`config.mk`:
```
export PLATFORM = sky130hd
export DESIGN_NAME = pe_feeder_flat
export DESIGN_NICKNAME = d
export VERILOG_FILES = /design/src/rtl/pe_feeder_if.sv /design/src/rtl/pe_feeder.sv /design/src/flat_wrapper.sv
export SDC_FILE = /design/constraint.sdc
export NUM_CORES = 1
export LEC_CHECK = 0
export ABC_AREA = 1
export BUFFER_PORTS_ARGS = -buffer_cell sky130_fd_sc_hd__buf_2
export CAP_MARGIN = 5
export CORE_MARGIN = 2
export CORE_UTILIZATION = 56
export CTS_BUF_LIST = sky130_fd_sc_hd__clkbuf_8
export CTS_CLUSTER_DIAMETER = 50
export DETAILED_ROUTE_END_ITERATION = 6
export PLACE_DENSITY_LB_ADDON = 0.15
export RECOVER_POWER = 50
export SYNTH_ARGS = -nofsm -noshare
export SYNTH_HDL_FRONTEND = slang
export SYNTH_SLANG_ARGS = --single-unit
```
`constraint.sdc`:
```
create_clock -name clk -period 3.5 [get_ports clk]
set_input_delay 0.35 -clock clk [delete_from_list [all_inputs] [get_ports clk]]
set_output_delay 0.35 -clock clk [all_outputs]
set_load 0.05 [all_outputs]
```
`src/rtl/pe_feeder_if.sv`:
```
// Bundles the job control, operand-memory read and PE FIFO write signals of pe_feeder.
// master = the feeder itself, slave = the surrounding memories / PE / controller.
interface pe_feeder_if #(
    parameter int DW = 16,
    parameter int AW = 8
);
    logic                 go;
    logic [AW-1:0]        vec_len;
    logic                 hold;
    logic                 rd_en;
    logic [AW-1:0]        rd_addr;
    logic signed [DW-1:0] a_rdata;
    logic signed [DW-1:0] b_rdata;
    logic signed [DW-1:0] a_in;
    logic signed [DW-1:0] b_in;
    logic                 awe;
    logic                 bwe;
    logic                 aff;
    logic                 bff;
    logic                 ais;
    logic                 bis;
    logic                 start;
    logic [AW-1:0]        max_cntr;
    logic                 busy;
    logic                 done;

    modport master (
        input  go, vec_len, hold, a_rdata, b_rdata, aff, bff,
        output rd_en, rd_addr, a_in, b_in, awe, bwe, ais, bis, start, max_cntr, busy, done
    );

    modport slave (
        output go, vec_len, hold, a_rdata, b_rdata, aff, bff,
        input  rd_en, rd_addr, a_in, b_in, awe, bwe, ais, bis, start, max_cntr, busy, done
    );
endinterface

```
`src/rtl/pe_feeder.sv`:
```
// Streams K A/B operand pairs from two lock-stepped memories into the PE FIFOs via a 2-entry skid.
// Define PE_FEEDER_ZPAD_EN to append one all-zero A/B pair after the K-th pair of every job.
module pe_feeder #(
    parameter int DW = 16,
    parameter int AW = 8
) (
    input  logic         clk,
    input  logic         rst,
    pe_feeder_if.master  bus
);
    typedef enum logic [1:0] {IDLE, START, FEED, DONE} state_t;

    state_t          state_reg, state_next;
    logic [AW-1:0]   len_reg;
    logic [AW-1:0]   max_cntr_reg;
    logic [AW-1:0]   issued_reg;
    logic [AW-1:0]   written_reg;
    logic            inflight_reg;
    logic [1:0]      occ_reg, occ_next;
    logic            wr_ptr_reg;
    logic            rd_ptr_reg;
    logic [2*DW-1:0] skid_reg [2];
    logic [1:0]      load;

    logic            accept;
    logic            stall;
    logic            pop;
    logic            write;
    logic            last_write;
    logic            rd_fire;
    logic [2:0]      fill;

    always_comb begin
        accept = (state_reg == IDLE) && bus.go;
        stall  = bus.aff | bus.bff | bus.hold;
        pop    = (state_reg == FEED) && (occ_reg != 2'd0) && !stall;
`ifdef PE_FEEDER_ZPAD_EN
        // Once all K pairs are out, the pad pair is written under the same stall rules.
        write      = pop | ((state_reg == FEED) && (written_reg == len_reg) && !stall);
        last_write = (state_reg == FEED) && (written_reg == len_reg) && !stall;
`else
        write      = pop;
        last_write = pop && (written_reg == len_reg - AW'(1));
`endif
        // Slots already spoken for once this cycle's pop leaves: stored plus still-returning reads.
        fill     = {1'b0, occ_reg} + {2'b00, inflight_reg} - {2'b00, pop};
        rd_fire  = (state_reg == FEED) && (issued_reg != len_reg) && !bus.hold && (fill < 3'd2);
        occ_next = occ_reg + {1'b0, inflight_reg} - {1'b0, pop};
    end

    always_comb begin
        state_next = state_reg;
        case (state_reg)
            IDLE:    if (accept) state_next = (bus.vec_len == '0) ? DONE : START;
            START:   state_next = FEED;
            FEED:    if (last_write) state_next = DONE;
            DONE:    state_next = IDLE;
            default: state_next = IDLE;
        endcase
    end

    always_ff @(posedge clk) begin
        if (rst) begin
            state_reg    <= IDLE;
            len_reg      <= '0;
            max_cntr_reg <= '0;
            issued_reg   <= '0;
            written_reg  <= '0;
            inflight_reg <= 1'b0;
            occ_reg      <= 2'd0;
            wr_ptr_reg   <= 1'b0;
            rd_ptr_reg   <= 1'b0;
        end else begin
            state_reg    <= state_next;
            inflight_reg <= rd_fire;
            occ_reg      <= occ_next;
            if (accept) begin
                len_reg      <= bus.vec_len;
                max_cntr_reg <= (bus.vec_len == '0) ? '0 : bus.vec_len - AW'(1);
                issued_reg   <= '0;
                written_reg  <= '0;
            end else begin
                if (rd_fire) issued_reg <= issued_reg + AW'(1);
                if (pop)     written_reg <= written_reg + AW'(1);
            end
            if (inflight_reg) wr_ptr_reg <= ~wr_ptr_reg;
            if (pop)          rd_ptr_reg <= ~rd_ptr_reg;
        end
    end

    // Returning memory data is always captured, even under hold; rd_fire throttling keeps a slot free.
    for (genvar gi = 0; gi < 2; gi++) begin : g_load
        assign load[gi] = inflight_reg && (wr_ptr_reg == 1'(gi));
    end

    always_ff @(posedge clk) begin
        for (int i = 0; i < 2; i++) begin
            if (load[i]) skid_reg[i] <= {bus.a_rdata, bus.b_rdata};
        end
    end

    always_comb begin
        bus.rd_en    = rd_fire;
        bus.rd_addr  = issued_reg;
        bus.awe      = write;
        bus.bwe      = write;
        bus.a_in     = pop ? skid_reg[rd_ptr_reg][2*DW-1:DW] : '0;
        bus.b_in     = pop ? skid_reg[rd_ptr_reg][DW-1:0]    : '0;
        bus.busy     = (state_reg == START) || (state_reg == FEED);
        bus.ais      = bus.busy && bus.hold;
        bus.bis      = bus.busy && bus.hold;
        bus.start    = (state_reg == START);
        bus.done     = (state_reg == DONE);
        bus.max_cntr = max_cntr_reg;
    end
endmodule
```
`src/flat_wrapper.sv`:
```
// flat-port wrapper written by rule: the top's interface ports become plain ports
module pe_feeder_flat 
#(
    parameter int DW = 16,
    parameter int AW = 8
)
  (clk, rst, bus_go, bus_vec_len, bus_hold, bus_a_rdata, bus_b_rdata, bus_aff, bus_bff, bus_rd_en, bus_rd_addr, bus_a_in, bus_b_in, bus_awe, bus_bwe, bus_ais, bus_bis, bus_start, bus_max_cntr, bus_busy, bus_done);
  pe_feeder_if #(.DW(DW), .AW(AW)) bus_i ();
  input  logic clk;
  input  logic rst;
  input wire logic [$bits(bus_i.go)-1:0] bus_go;
  input wire logic [$bits(bus_i.vec_len)-1:0] bus_vec_len;
  input wire logic [$bits(bus_i.hold)-1:0] bus_hold;
  input wire logic [$bits(bus_i.a_rdata)-1:0] bus_a_rdata;
  input wire logic [$bits(bus_i.b_rdata)-1:0] bus_b_rdata;
  input wire logic [$bits(bus_i.aff)-1:0] bus_aff;
  input wire logic [$bits(bus_i.bff)-1:0] bus_bff;
  output wire logic [$bits(bus_i.rd_en)-1:0] bus_rd_en;
  output wire logic [$bits(bus_i.rd_addr)-1:0] bus_rd_addr;
  output wire logic [$bits(bus_i.a_in)-1:0] bus_a_in;
  output wire logic [$bits(bus_i.b_in)-1:0] bus_b_in;
  output wire logic [$bits(bus_i.awe)-1:0] bus_awe;
  output wire logic [$bits(bus_i.bwe)-1:0] bus_bwe;
  output wire logic [$bits(bus_i.ais)-1:0] bus_ais;
  output wire logic [$bits(bus_i.bis)-1:0] bus_bis;
  output wire logic [$bits(bus_i.start)-1:0] bus_start;
  output wire logic [$bits(bus_i.max_cntr)-1:0] bus_max_cntr;
  output wire logic [$bits(bus_i.busy)-1:0] bus_busy;
  output wire logic [$bits(bus_i.done)-1:0] bus_done;
  assign bus_i.go = bus_go;
  assign bus_i.vec_len = bus_vec_len;
  assign bus_i.hold = bus_hold;
  assign bus_i.a_rdata = bus_a_rdata;
  assign bus_i.b_rdata = bus_b_rdata;
  assign bus_i.aff = bus_aff;
  assign bus_i.bff = bus_bff;
  assign bus_rd_en = bus_i.rd_en;
  assign bus_rd_addr = bus_i.rd_addr;
  assign bus_a_in = bus_i.a_in;
  assign bus_b_in = bus_i.b_in;
  assign bus_awe = bus_i.awe;
  assign bus_bwe = bus_i.bwe;
  assign bus_ais = bus_i.ais;
  assign bus_bis = bus_i.bis;
  assign bus_start = bus_i.start;
  assign bus_max_cntr = bus_i.max_cntr;
  assign bus_busy = bus_i.busy;
  assign bus_done = bus_i.done;
  pe_feeder #(.DW(DW), .AW(AW)) u_core (.clk(clk), .rst(rst), .bus(bus_i));
endmodule
```
Word-level counts from Yosys, hierarchy flattened
Memories as Yosys holds them, arrays and structs flattened. A register that Yosys moved wholly into a read port is not among the register bits.
Cells that the tools add are included.
{ "totals": {"reg_bits": 39, "latchBits": 0, "mem_bits_rw": 64, "romBits": 0, "inputBits": 46, "word_cells": 65, "n_memories": 1} }
{ "mem_list": {"columns": ["name", "depth", "width", "rd", "rd_ports_with_merged_regs", "write_ports", "line", "text"], "rows": [
  ["u_core.skid_reg", 2, 32, 1, 1, 1, "pe_feeder.sv:22", "logic [2*DW-1:0] skid_reg [2];"]
]} }
{ "classes": {"addsub": 8, "multipliers": 0, "div": 0, "n_lt_le_gt_ge": 1, "eq_ne": 7, "shift": 0, "n_mux": 16, "n_bitwise": 4, "reduce_logical": 19} }
{ "op_table": {"columns": ["cell", "count"], "rows": [
  ["16-bit two-way mux", 2],
  ["32-bit two-way mux", 1],
  ["32-bit OR reduction", 1],
  ["8-bit by 1-bit adder with 8-bit output, second input constant", 2],
  ["8-bit by 1-bit subtractor with 8-bit output, second input constant", 2],
  ["1-bit logical AND", 10],
  ["8-bit == test", 1],
  ["8-bit zero test", 1],
  ["1-bit two-way mux", 8],
  ["8-bit two-way mux", 1],
  ["8-bit != test", 1],
  ["2-bit case mux with 4 select lines", 1],
  ["2-bit two-way mux", 3],
  ["2-bit == test, second input constant", 2],
  ["2-bit by 1-bit != test with 1-bit output, second input constant", 2],
  ["2-bit by 1-bit adder with 3-bit output", 1],
  ["3-bit by 2-bit less-than comparator with 1-bit output, second input constant", 1],
  ["3-bit by 1-bit subtractor with 3-bit output", 1],
  ["2-bit by 1-bit adder with 2-bit output", 1],
  ["2-bit by 1-bit == test with 1-bit output, second input constant", 1],
  ["1-bit zero test", 2],
  ["2-bit zero test", 1],
  ["1-bit inverter", 2],
  ["1-bit OR", 2],
  ["other kinds (5)", 5]
]} }

Logic depth before layout (Yosys ltp)
Gate-level depths: netlist of run 1.
{ "logic_depth": {"word_depth": 7, "ltp_mapped": 16} }

Least setup slack after synthesis of run 1
Ideal clock, no wire load.
{ "synth_path": {"path_kind": "reg2out", "from": "register u_core.state_reg[0]", "to": "output port bus_rd_en", "arrival_time_ps": 2669, "path_slack_ps": 481, "stages_incl_launch_ff": 14, "path_cell_list": "dfxtp_1 inv_1 ha_1 nand2_1 nor2_1 nand2_2 inv_2 ha_1 inv_1 ha_1 fa_1 nor3_1 nand2_4 inv_2"} }
{ "synth_via": {"elab_chain_cells": 6} }
{ "synth_lines": {"columns": ["item", "line", "text"], "rows": [
  ["from (decl)", "pe_feeder.sv:13", "state_t state_reg, state_next;"],
  ["from (signal assigned)", "pe_feeder.sv:74", "state_reg <= state_next;"],
  ["2-bit == test", "pe_feeder.sv:36", "pop = (state_reg == FEED) && (occ_reg != 2'd0) && !stall;"],
  ["1-bit logical AND (2 in series)", "pe_feeder.sv:36", null],
  ["named net bus_awe", "flat_wrapper.sv:22", "output wire logic [$bits(bus_i.awe)-1:0] bus_awe;"],
  ["3-bit by 1-bit subtractor with 3-bit output", "pe_feeder.sv:46", "fill = {1'b0, occ_reg} + {2'b00, inflight_reg} - {2'b00, pop};"],
  ["named net u_core.fill[1]", "pe_feeder.sv:31", "logic [2:0] fill;"],
  ["3-bit by 2-bit less-than comparator with 1-bit output", "pe_feeder.sv:47", "rd_fire = (state_reg == FEED) && (issued_reg != len_reg) && !bus.hold && (fill < 3'd2);"],
  ["1-bit logical AND", "pe_feeder.sv:47", null],
  ["to (decl)", "flat_wrapper.sv:18", "output wire logic [$bits(bus_i.rd_en)-1:0] bus_rd_en;"]
]} }
The timed path passes the listed nets, and every way through them passes these cells.

Worst setup path after layout of run 1
{ "layout_path": {"from": "register u_core.state_reg[0]", "to": "output port bus_rd_en"} }
{ "layout_via": {"elab_chain_cells": 6} }
{ "layout_lines": {"columns": ["item", "line"], "rows": [
  ["2-bit == test", "pe_feeder.sv:36"],
  ["1-bit logical AND (2 in series)", "pe_feeder.sv:36"],
  ["3-bit by 1-bit subtractor with 3-bit output", "pe_feeder.sv:46"],
  ["named net u_core.fill[1]", "pe_feeder.sv:31"],
  ["3-bit by 2-bit less-than comparator with 1-bit output", "pe_feeder.sv:47"],
  ["1-bit logical AND", "pe_feeder.sv:47"]
]} }
The timed path passes the listed nets, and every way through them passes these cells.

==> results of run 1 <==
## layer usage
layer	vias up	track usage, %
met3	13	4.19
li1	1812	-
met2	98	36.2
met5	-	0
met4	0	7.85
met1	1670	25.8
## worst max path at each step
stage                                           startpoint         to  slack [ns]
after CTS                 u_core.state_reg[0]$_SDFFE_PP0P_  bus_rd_en        0.01
final                     u_core.state_reg[0]$_SDFFE_PP0P_  bus_rd_en        0.22
after global placement    u_core.state_reg[0]$_SDFFE_PP0P_  bus_rd_en        0.37
after global routing      u_core.state_reg[0]$_SDFFE_PP0P_  bus_rd_en        0.04
after detailed placement  u_core.state_reg[0]$_SDFFE_PP0P_  bus_rd_en        0.31
after floorplan           u_core.state_reg[0]$_SDFFE_PP0P_  bus_rd_en        0.48
## where the power goes
group / switching (mW) / total [mW] / leakage [nW] / internal [mW]
combinational: 0.567 / 0.813 / 1.28 / 0.247
sequential: 0.0709 / 1.46 / 0.902 / 1.39
clock: 0.426 / 0.701 / 0.0998 / 0.275
## metrics by stage
step | setup slack, ns | hold slack [ns] | instances | total power, mW
6_report | 0.221 | 0.159 | 701 | 2.97
5_1_grt | 0.0398 | 0.138 | 701 | 3.16
4_1_cts | 0.0145 | 0.144 | 700 | 3.00
3_5_place_dp | 0.305 | 0.450 | 684 | 2.30
3_3_place_gp | 0.373 | 0.442 | 684 | 2.29
2_1_floorplan | 0.481 | 0.449 | 493 | 2.13
## cell families after synthesis
family	count (synthesis)	share of synthesized area, %
and+or+nand+nor	214	19.6
buffers and inverters	64	5.62
xor gates and xnor gates	25	4.70
muxes	1	0.242
DFF	104	58.5
adders and majority gates	13	3.65
AOI/OAI and AO/OA	72	7.76
## worst register-to-register path: stages (launching register included)
cell and delay [ns]:
dfxtp_1 0.36, inv_1 0.10, ha_1 0.24, nand2_1 0.11
nor2_1 0.06, nand2_2 0.06, inv_2 0.05, ha_1 0.26
inv_1 0.04, ha_1 0.18, fa_1 0.48, nor3_2 0.24
nand2_4 0.10, buf_4 0.18, o21ai_1 0.11, nor2_1 0.05
## synthesized netlist by cell type (2+ instances only)
library cell,n
inv_1,37
nand4_1,4
nand3_1,13
xnor2_1,9
nand2_2,2
nor3_2,4
dfxtp_1,40
o21ai_1,6
clkinv_1,2
o21ai_0,14
nand2_1,135
nor2_2,4
buf_1,3
a21oi_1,51
buf_4,2
nor3_1,6
buf_2,5
xor2_1,16
clkbuf_1,9
ha_1,12
nor2_1,40
inv_2,5
edfxtp_1,64
## area by class of cell
class                           count  area (sq um)
Inverter                           44           168
Fill cell                         680          2720
Clock inverter                      7          61.3
Tap cell                          105           131
Clock buffer                        9           124
Multi-Input combinational cell    325          1690
Timing Repair Buffer              107           523
Sequential cell                   104          2720
## timing repair
item / 4_1_cts / 5_1_grt
setup endpoints to repair: 1 / 1
setup buffers: 0 / 1
pin swaps: 0 / 2
resized for setup: 2 / 2
==> metrics.md, run 1 <==
| Metric | Value |
|---|---|
| Worst reg2reg startpoint | u_core.state_reg[0]$_SDFFE_PP0P_ |
| Max-cap viol count | 1 |
| Failing checks | capacitance limit, slew limit |
| # rows | 33 |
| Leakage | 2.28 nW |
| Vias | 3,593 |
| CP top delay family | adder cells |
| FF-to-FF setup slack | 0.78 ns |
| Placed inst area | 5240 sq um |
| # diodes | 0 |
| Synthesis-stage register bit count | 104 |
| Hold Path Depth | 1 |
| RSZ-0062 raised after global routing | false |
| Hold_buf cts | 0 |
| Reg clk slew, reported paths | 0.10 ns |
| Start point of the worst hold path | bus_b_rdata[5] |
| Post-synthesis area per instance | 9.45 sq um |
| Power density over the cells | 549 nW/um^2 |
| Levels on crit path | 14 |
| Crit path cell chain | inv_1 > ha_1 > nand2_1 > nor2_1 > nand2_2 > inv_2 > ha_1 > inv_1 > ha_1 > fa_1 > nor3_2 > nand2_4 > inv_4 > buf_6 |
| CP most frequent cell | ha_1 |
| Clk_lat worst skew | 0.37 ns |
| Final #Nets | 650 |
| CORE AREA | 8130 sq um |
| Final core occ | 66.6% |
| Root Buffer | clkbuf_8 |
| Status | finished, violations left |
| Async SR Flop Fraction | 0% |
| Achievable frequency | 305 MHz |
| Residual DRC | 0 |
| Total CTS buffers | 9 |
| Initial DRC Count | 127 |
| Slew at the pin with the worst max-slew slack | 1.70 ns |
| RR Endpoint | u_core.bus.rd_addr[1]$_SDFFE_PP0P_ |
| Share of layout cells above drive strength 1 | 19.8% |
| Area Growth Syn to Fin | 16.3% |
| Synth Cell Area | 4660 sq um |
| Top Ports | 102 |
| CP Data Arrival Time | 2.93 ns |
| WP buf/inv | 5 |
| Dominant cell type by area after synthesis | edfxtp_1 |
| Starting Density | 57.3% |
| Post-route design area | 5420 sq um |
| Largest net degree at the start of global routing | 40 |
| Primary FF master, synth | edfxtp_1 |
| Top-area cell type share of the netlist area | 41.3% |
| DR WL met2 | 4670 microns |
| Crit path max fanout | 9 |
| 1st-pass router iterations | 4 |
| Worst Reg-to-Reg Cells | 15 |
| Vias per cell | 5.13 |
| Post-synthesis sequential area ratio | 58.5% |
| # H-tree levels | 3 |
| Max-slew violation count | 31 |
| RePlAce Congestion | 0.857 |
| Vias in the first global route | 3,189 |
| Max FFs per register | 64 |
| Total track usage | 20.9% |
| Crit end category | primary output |
| Slew headroom | -13.5% |
| Initial antenna violation count | 0 |
| Critical Path RT | 3.15 ns |
| Top sig layer | met4 |
| Hold crit path type | in2reg |
| Port Buffers | 101 |
| HPWL after DPL | 6580 microns |
| Die area | 9060 sq um |
| Number of synthesized flops with an enable pin | 64 |
| Clock Sinks | 104 |
| First-pass GRT wire length | 14,500 microns |
| Fin. Hold Viols | 0 |
| Clk buf depth | 2 |
| CP max stage cell | fa_1 |
| Final TNS setup | 0 ns |
| Wire length on met3 | 555 microns |
| Commonest cells after routing, fill and taps aside | 135 x nand2_1, 76 x buf_2, 64 x edfxtp_1 |
| Critical Path Max Stage Delay | 0.48 ns |
| Syn nets | 552 |
| Remaining antenna violation count | 0 |
| Worst Skew | 0.0100 ns |
| WS Path Type | reg2out |
| Hold Path End | u_core.skid_reg[0][5]$_DFFE_PP_ |
| Die Y | 95.2 microns |
| VDD IR max | 0.331 mV |
| GRT Residual Overflow | 0 |
| CTS tree | yes |
| Count of cell types in the netlist | 33 |
| Final WL | 9210 microns |
| Die Wd | 95.2 microns |
| Final Cycle Share | 93.7% |
| Startpoint Class | flop |
| Avg WL per Cell | 13.1 microns |
| Fin crit period | 3.28 ns |
| Commonest non-fill, non-tap cell in the layout | nand2_1 |
| M1 WL | 3840 microns |
| Post-Syn Instances | 493 |
| Yosys Warn Count | 0 |
| Largest cells by area after synthesis | edfxtp_1 41%, dfxtp_1 17%, nand2_1 11%, a21oi_1 5.5%, ha_1 3.2% |
| Setup violations, final | 0 |
Note: power is estimated with default switching activity, not from simulation.
==> run 2: changes to the inputs <==
PLACE_DENSITY = 0.88   (was default)
PLACE_DENSITY_LB_ADDON = default   (was 0.15)
==> run 2 against run 1 <==
The run still ends with capacitance limit, slew limit left; die area did not move; clock power barely moved; critical path depth did not move; clock skew fell by 0.00088 ns; global-route usage rose by 0.75 points; sequential share of layout area fell by 0.25 points; maximum frequency fell by 1.1%; core utilization rose by 0.34 points; non-clock buffer count rose by 3; register-to-register slack barely moved; first-iteration DRC count rose by 76%.
==> metrics.md, run 2 (same netlist as run 1, synthesis figures left out) <==
| Metric | Value |
|---|---|
| Status | finished, violations left |
| Failing checks | capacitance limit, slew limit |
| Top Ports | 102 (unchanged) |
| Crit path max fanout | 9 (unchanged) |
| Die Wd | 95.2 microns (unchanged) |
| Worst Reg-to-Reg Cells | 15 (unchanged) |
| Slew at the pin with the worst max-slew slack | 1.73 ns (+0.0232 ns) |
| # H-tree levels | 3 (unchanged) |
| Crit end category | primary output |
| Slew headroom | -15.1% (-1.5 points) |
| Vias | 3,651 (+1.6%) |
| Max-slew violation count | 64 (+110%) |
| Vias per cell | 5.19 (+1.2%) |
| CP Data Arrival Time | 2.96 ns (+0.03 ns) |
| Max-cap viol count | 2 (+1) |
| Crit path cell chain | inv_2 > ha_2 > nand2_2 > nor2_2 > nand2_2 > inv_2 > ha_1 > inv_1 > ha_1 > fa_1 > nor3_2 > nand2_4 > inv_4 > buf_6 |
| Final WL | 9760 microns (+6.0%) |
| Commonest cells after routing, fill and taps aside | 134 x nand2_1, 82 x buf_2, 64 x edfxtp_1 |
| Root Buffer | clkbuf_8 |
| Residual DRC | 0 (unchanged) |
| Post-route design area | 5440 sq um (+0.51%) |
| Hold Path Depth | 1 (unchanged) |
| Commonest non-fill, non-tap cell in the layout | nand2_1 |
| Port Buffers | 101 (unchanged) |
| Clk buf depth | 2 (unchanged) |
| Area Growth Syn to Fin | 16.9% |
| CTS tree | yes |
| 1st-pass router iterations | 5 (+1) |
| Placed inst area | 5240 sq um (about the same) |
| RSZ-0062 raised after global routing | false |
| Final TNS setup | 0 ns (unchanged) |
| Filler Cell Count | 636 (-6.5%) |
| Clock Sinks | 104 (unchanged) |
| First-pass GRT wire length | 15,100 microns (+4.1%) |
| Worst Skew | 0.00917 ns (-0.000879 ns) |
| CORE AREA | 8130 sq um (unchanged) |
| Area of the multi-input gates | 1690 sq um (+0.15%) |
| Vias in the first global route | 3,336 (+4.6%) |
| # rows | 33 (unchanged) |
| Starting Density | 57.3% (unchanged) |
| RePlAce Congestion | 0.865 (+0.90%) |
| Critical Path Max Stage Delay | 0.48 ns (about the same) |
| WS Path Type | reg2out |
| Power density over the cells | 553 nW/um^2 (+0.65%) |
| Final Cycle Share | 94.7% (+1.0 points) |
| HPWL after DPL | 6860 microns (+4.3%) |
| CP max stage cell | fa_1 |
| Die area | 9060 sq um (unchanged) |
| Initial DRC Count | 223 (+76%) |
| Max FFs per register | 64 (unchanged) |
| Largest net degree at the start of global routing | 40 (unchanged) |
| Final core occ | 66.9% (+0.34 points) |
| Achievable frequency | 302 MHz (-1.1%) |
| Final hold slack | 0.158 ns (-0.00107 ns) |
| GRT Residual Overflow | 0 (unchanged) |
| Avg WL per Cell | 13.9 microns (+5.6%) |
| Hold crit path type | in2reg |
| Setup violations, final | 0 (unchanged) |
| Reg clk slew, reported paths | 0.10 ns (about the same) |
| Leakage | 2.31 nW (+0.98%) |
| # diodes | 0 (unchanged) |
| Fin. Hold Viols | 0 (unchanged) |
| VDD IR max | 0.339 mV (+2.4%) |
| Total CTS buffers | 9 (unchanged) |
| Initial antenna violation count | 0 (unchanged) |
| Total track usage | 21.6% (+0.75 points) |
| Hold_buf cts | 0 (unchanged) |
| Final #Nets | 653 (+0.46%) |
| Share of layout cells above drive strength 1 | 21.7% (+1.9 points) |
| Startpoint Class | flop |
| Register area | 2720 sq um (unchanged) |
| Clk_lat worst skew | 0.37 ns (about the same) |
| Remaining antenna violation count | 0 (unchanged) |
| Critical Path RT | 3.15 ns (about the same) |
| Fin crit period | 3.31 ns (+0.0349 ns) |
| Die Y | 95.2 microns (unchanged) |
==> run 2: cell types whose count changed in the layout (fill, tap and decap cells not counted), sizes merged <==
cell / delta
buf: +7
clkinv: +1
inv: -2
clkbuf: -4
clkinvlp: +1
==> run 2: cell type report <==
type / count / area share, %
multi-input combinational: 325 / 31.0
inverter: 44 / 3.08
clock inverter: 7 / 1.10
timing repair buffer: 110 / 10.1
clock buffer: 9 / 2.28
tap: 105 / 2.41
sequential: 104 / 50.0
==> run 2: worst max-delay path, delay by kind of cell (launching register included) <==
family / cells / cell delay, ns
flops: 1 / 0.39
simple gates: 5 / 0.60
buf+inv: 5 / 0.45
fa+ha+maj: 4 / 1.14
==> run 2: per-stage QoR <==
| stage | power [mW] | instances | worst slack (ns) |
|---|---|---|---|
| final | 3.01 | 704 | 0.186 |
| after global routing | 3.16 | 704 | 0.0412 |
| after global placement | 2.27 | 684 | 0.363 |
| after floorplan | 2.13 | 493 | 0.481 |
| after CTS | 3.00 | 700 | 0.000201 |
| after detailed placement | 2.30 | 684 | 0.252 |
==> run 2: worst paths after layout <==
path,slack (ns),endpoint,start
setup / recovery,0.19,bus_rd_en,u_core.state_reg[0]$_SDFFE_PP0P_
hold / removal,0.16,u_core.skid_reg[0][19]$_DFFE_PP_,bus_a_rdata[3]
setup reg to reg,0.79,u_core.bus.rd_addr[5]$_SDFFE_PP0P_,u_core.state_reg[0]$_SDFFE_PP0P_
hold reg to reg,0.47,u_core.bus.max_cntr[4]$_SDFFE_PP0P_,u_core.bus.max_cntr[4]$_SDFFE_PP0P_
==> run 2: repair_timing <==
item                       4_1_cts  5_1_grt
setup endpoints to repair        1        1
pin swaps                        1        2
gates resized for setup          4        4
setup buffers                    0        4
==> run 2: power breakdown <==
part	switching (mW)	internal (mW)
Combinational	0.576	0.260
Sequential	0.0789	1.39
Clock	0.431	0.273
==> run 2: routing by layer <==
layer	global-route usage, %	vias up	wire length [microns]	part of all wire, %
met4	8.09	0	160	1.6
li1	-	1812	-	-
met5	0	-	0	0
met3	4.27	17	742	7.6
met1	26.1	1695	4020	41
met2	38.3	127	4840	50
==> run 3: changes to the inputs <==
BUFFER_PORTS_ARGS = default   (was -buffer_cell sky130_fd_sc_hd__buf_2)
CORE_UTILIZATION = 60   (was 56)
DONT_BUFFER_PORTS = 1   (was default)
PLACE_DENSITY = 0.82   (was 0.88)
TNS_END_PERCENT = 100   (was default)
clock period = 3.3 ns   (was 3.5 ns; I/O delays follow)
==> run 3 against run 2 <==
The flow still finishes with violations (capacitance limit, slew limit); global-route usage grew 1.6 points; sequential power up 12%; routed wire length fell by 2.2%; power grew 9.1%; critical endpoint unchanged; highest routed layer unchanged.
==> metrics.md, run 3 (same netlist as run 1, synthesis figures left out) <==
| Metric | Value |
|---|---|
| Status | finished, violations left |
| Failing checks | capacitance limit, slew limit |
| Reg clk slew, reported paths | 0.10 ns (about the same) |
| HPWL after DPL | 6430 microns (-6.3%) |
| Setup violations, final | 0 (unchanged) |
| Sw frac | 34.7% (-1.4 points) |
| Port Buffers | 0 (-100%) |
| Vias | 3,369 (-7.7%) |
| GRT Residual Overflow | 0 (unchanged) |
| Crit end category | primary output |
| Avg WL per Cell | 15.1 microns (+9.2%) |
| # H-tree levels | 3 (unchanged) |
| Top Ports | 102 (unchanged) |
| Initial DRC Count | 139 (-38%) |
| Clock share of power | 27.6% (+4.2 points) |
| Critical Path Max Stage Delay | 0.50 ns (+0.02 ns) |
| Total track usage | 23.3% (+1.6 points) |
| Area Growth Syn to Fin | 12.5% |
| Fin crit period | 3.16 ns |
| Placed Instances | 613 (-10%) |
| First-pass GRT wire length | 15,400 microns (+2.1%) |
| Post-route design area | 5240 sq um (-3.8%) |
| Commonest non-fill, non-tap cell in the layout | nand2_1 |
| WS Path Type | reg2out |
| RePlAce Congestion | 0.901 (+4.1%) |
| Die Wd | 92.1 microns (-3.2%) |
| Share of layout cells above drive strength 1 | 14.6% (-7.1 points) |
| Crit path max fanout | 5 (-4) |
| Dpl ws | 0.222 ns (-0.0299 ns) |
| Initial antenna violation count | 0 (unchanged) |
| CP most frequent cell | ha_1 |
| Non-filler instance count after layout | 631 (-10%) |
| Final Cycle Share | 95.7% |
| Root Buffer | clkbuf_8 |
| Clock Sinks | 104 (unchanged) |
| Slew at the pin with the worst max-slew slack | 1.85 ns (+0.124 ns) |
| Slew headroom | -23.4% (-8.3 points) |
| VDD IR max | 0.424 mV (+25%) |
| Hold_buf cts | 0 (unchanged) |
| Max-cap viol count | 2 (unchanged) |
| # rows | 32 (-3.0%) |
| CTS tree | yes |
| Clk buf depth | 2 (unchanged) |
| Die Y | 92.1 microns (-3.2%) |
| Sequential power share | 50.0% (+1.2 points) |
| CP top delay family | adder cells |
| GR Util met3 | 6.33% (+2.1 points) |
| 1st-pass router iterations | 5 (unchanged) |
| Switching power | 1.14 mW (+4.7%) |
| Fin. Hold Viols | 0 (unchanged) |
| Vias per cell | 5.34 (+3.0%) |
| CP Data Arrival Time | 2.83 ns (-0.13 ns) |
| Worst Slack Setup Final | 0.143 ns (-0.0426 ns) |
| Max-slew violation count | 67 (+4.7%) |
| Critical Path RT | 2.97 ns (-0.18 ns) |
| Power density over the cells | 627 nW/um^2 (+13%) |
| Filler Cell Count | 590 (-7.2%) |
| WP buf/inv | 4 (-1) |
| Final TNS setup | 0 ns (unchanged) |
| Total CTS buffers | 9 (unchanged) |
| Vias in the first global route | 3,251 (-2.5%) |
| Starting Density | 61.2% (+4.0 points) |
| Remaining antenna violation count | 0 (unchanged) |
| Placed inst area | 4980 sq um (-5.0%) |
| # diodes | 0 (unchanged) |
| Worst Skew | 0.00909 ns (-0.0000796 ns) |
| RSZ-0062 raised after global routing | false |
| Pint | 2.14 mW (+12%) |
| Clk_lat worst skew | 0.37 ns (about the same) |
| Commonest cells after routing, fill and taps aside | 134 x nand2_1, 64 x edfxtp_1, 51 x a21oi_1 |
| Hold crit path type | in2reg |
| CP max stage cell | fa_1 |
| Largest net degree at the start of global routing | 40 (unchanged) |
| Max FFs per register | 64 (unchanged) |
| Global Route met1 Usage | 27.1% (+0.99 points) |
| CORE AREA | 7610 sq um (-6.5%) |
| Comb pwr share | 22.4% (-5.4 points) |
| Crit path cell chain | inv_1 > ha_1 > nand2_2 > nor2_1 > nand2_2 > inv_2 > ha_1 > inv_1 > ha_1 > fa_1 > nor3_4 > nand2_4 > inv_8 |
| Overall Power | 3.28 mW (+9.1%) |
| Startpoint Class | flop |
| Residual DRC | 0 (unchanged) |
| Most crowded layer after global routing | met2 |
| Achievable frequency | 317 MHz |
| Leakage | 2.08 nW (-9.6%) |
| Die area | 8480 sq um (-6.4%) |
| Final WL | 9550 microns (-2.2%) |
| Final #Nets | 583 (-11%) |
| Met2 GRT Util | 40.0% (+1.7 points) |
run 3: changes by cell type in the layout (fill, tap and decap cells not counted), moves of 2 or more:
cell / change
buf_4: +30
clkbuf_1: -18
buf_2: -82
bufinv_16: +2
run 3: worst paths after layout:
check	from	slack, ns	depth (start not counted)	endpoint
max reg2reg	u_core.state_reg[0]$_SDFFE_PP0P_	0.48	16	u_core.bus.rd_addr[7]$_SDFFE_PP0P_
min	rst	0.02	1	u_core.rd_ptr_reg$_SDFFE_PP0P_
min reg2reg	u_core.inflight_reg$_SDFF_PP0_	0.50	2	u_core.wr_ptr_reg$_SDFFE_PP0P_
max	u_core.state_reg[0]$_SDFFE_PP0P_	0.14	13	bus_rd_en
run 3: timing repair:
| action | 4_1_cts | 5_1_grt |
|---|---|---|
| setup buffers | 1 | 0 |
| resized for setup | 4 | 3 |
| gates cloned | 1 | 0 |
| pin swaps | 2 | 1 |
| endpoints found under the setup margin | 1 | 1 |
run 3: power by group through the flow:
stage	sequential (mW)	clock, mW	combinational, mW
after floorplan	1.64	0	0.618
final	1.64	0.905	0.735
after CTS	1.64	0.907	0.730
after global routing	1.65	0.960	0.817
after detailed placement	1.67	0	0.702
after global placement	1.66	0	0.678
run 3: worst reg2reg max path, delay by kind of cell, from the launching register on:
| family | cells | cell delay (ns) |
|---|---|---|
| flip-flops | 1 | 0.36 |
| AND/OR/NAND/NOR | 6 | 0.67 |
| AO/OA/AOI/OAI | 1 | 0.11 |
| buffers and inverters | 5 | 0.42 |
| adder cells (fa/ha/maj) | 4 | 1.20 |
run 3: cell type report:
cell class / instances / area, sq um / area share, %
timing repair buffer: 39 / 285 / 5.45
multi-input combinational: 325 / 1690 / 32.3
sequential: 104 / 2720 / 52.0
inverter: 44 / 173 / 3.30
clock buffer: 9 / 124 / 2.37
timing repair inverter: 1 / 6.26 / 0.119
tap: 102 / 128 / 2.44
clock inverter: 7 / 109 / 2.08
run 3: through the flow:
stage | util (%) | hold WS [ns]
after floorplan | - | 0.429
after global placement | 65.4 | 0.403
after detailed placement | 65.4 | 0.405
after CTS | 68.8 | 0.00971
after global routing | 68.8 | 0.0130
final | 68.8 | 0.0190
run 3: per-layer routing:
layer / up-vias / part of all wire (%)
li1: 1678 / -
met4: 0 / 1.7
met1: 1571 / 38
met5: - / 0
met3: 13 / 8.5
met2: 107 / 52
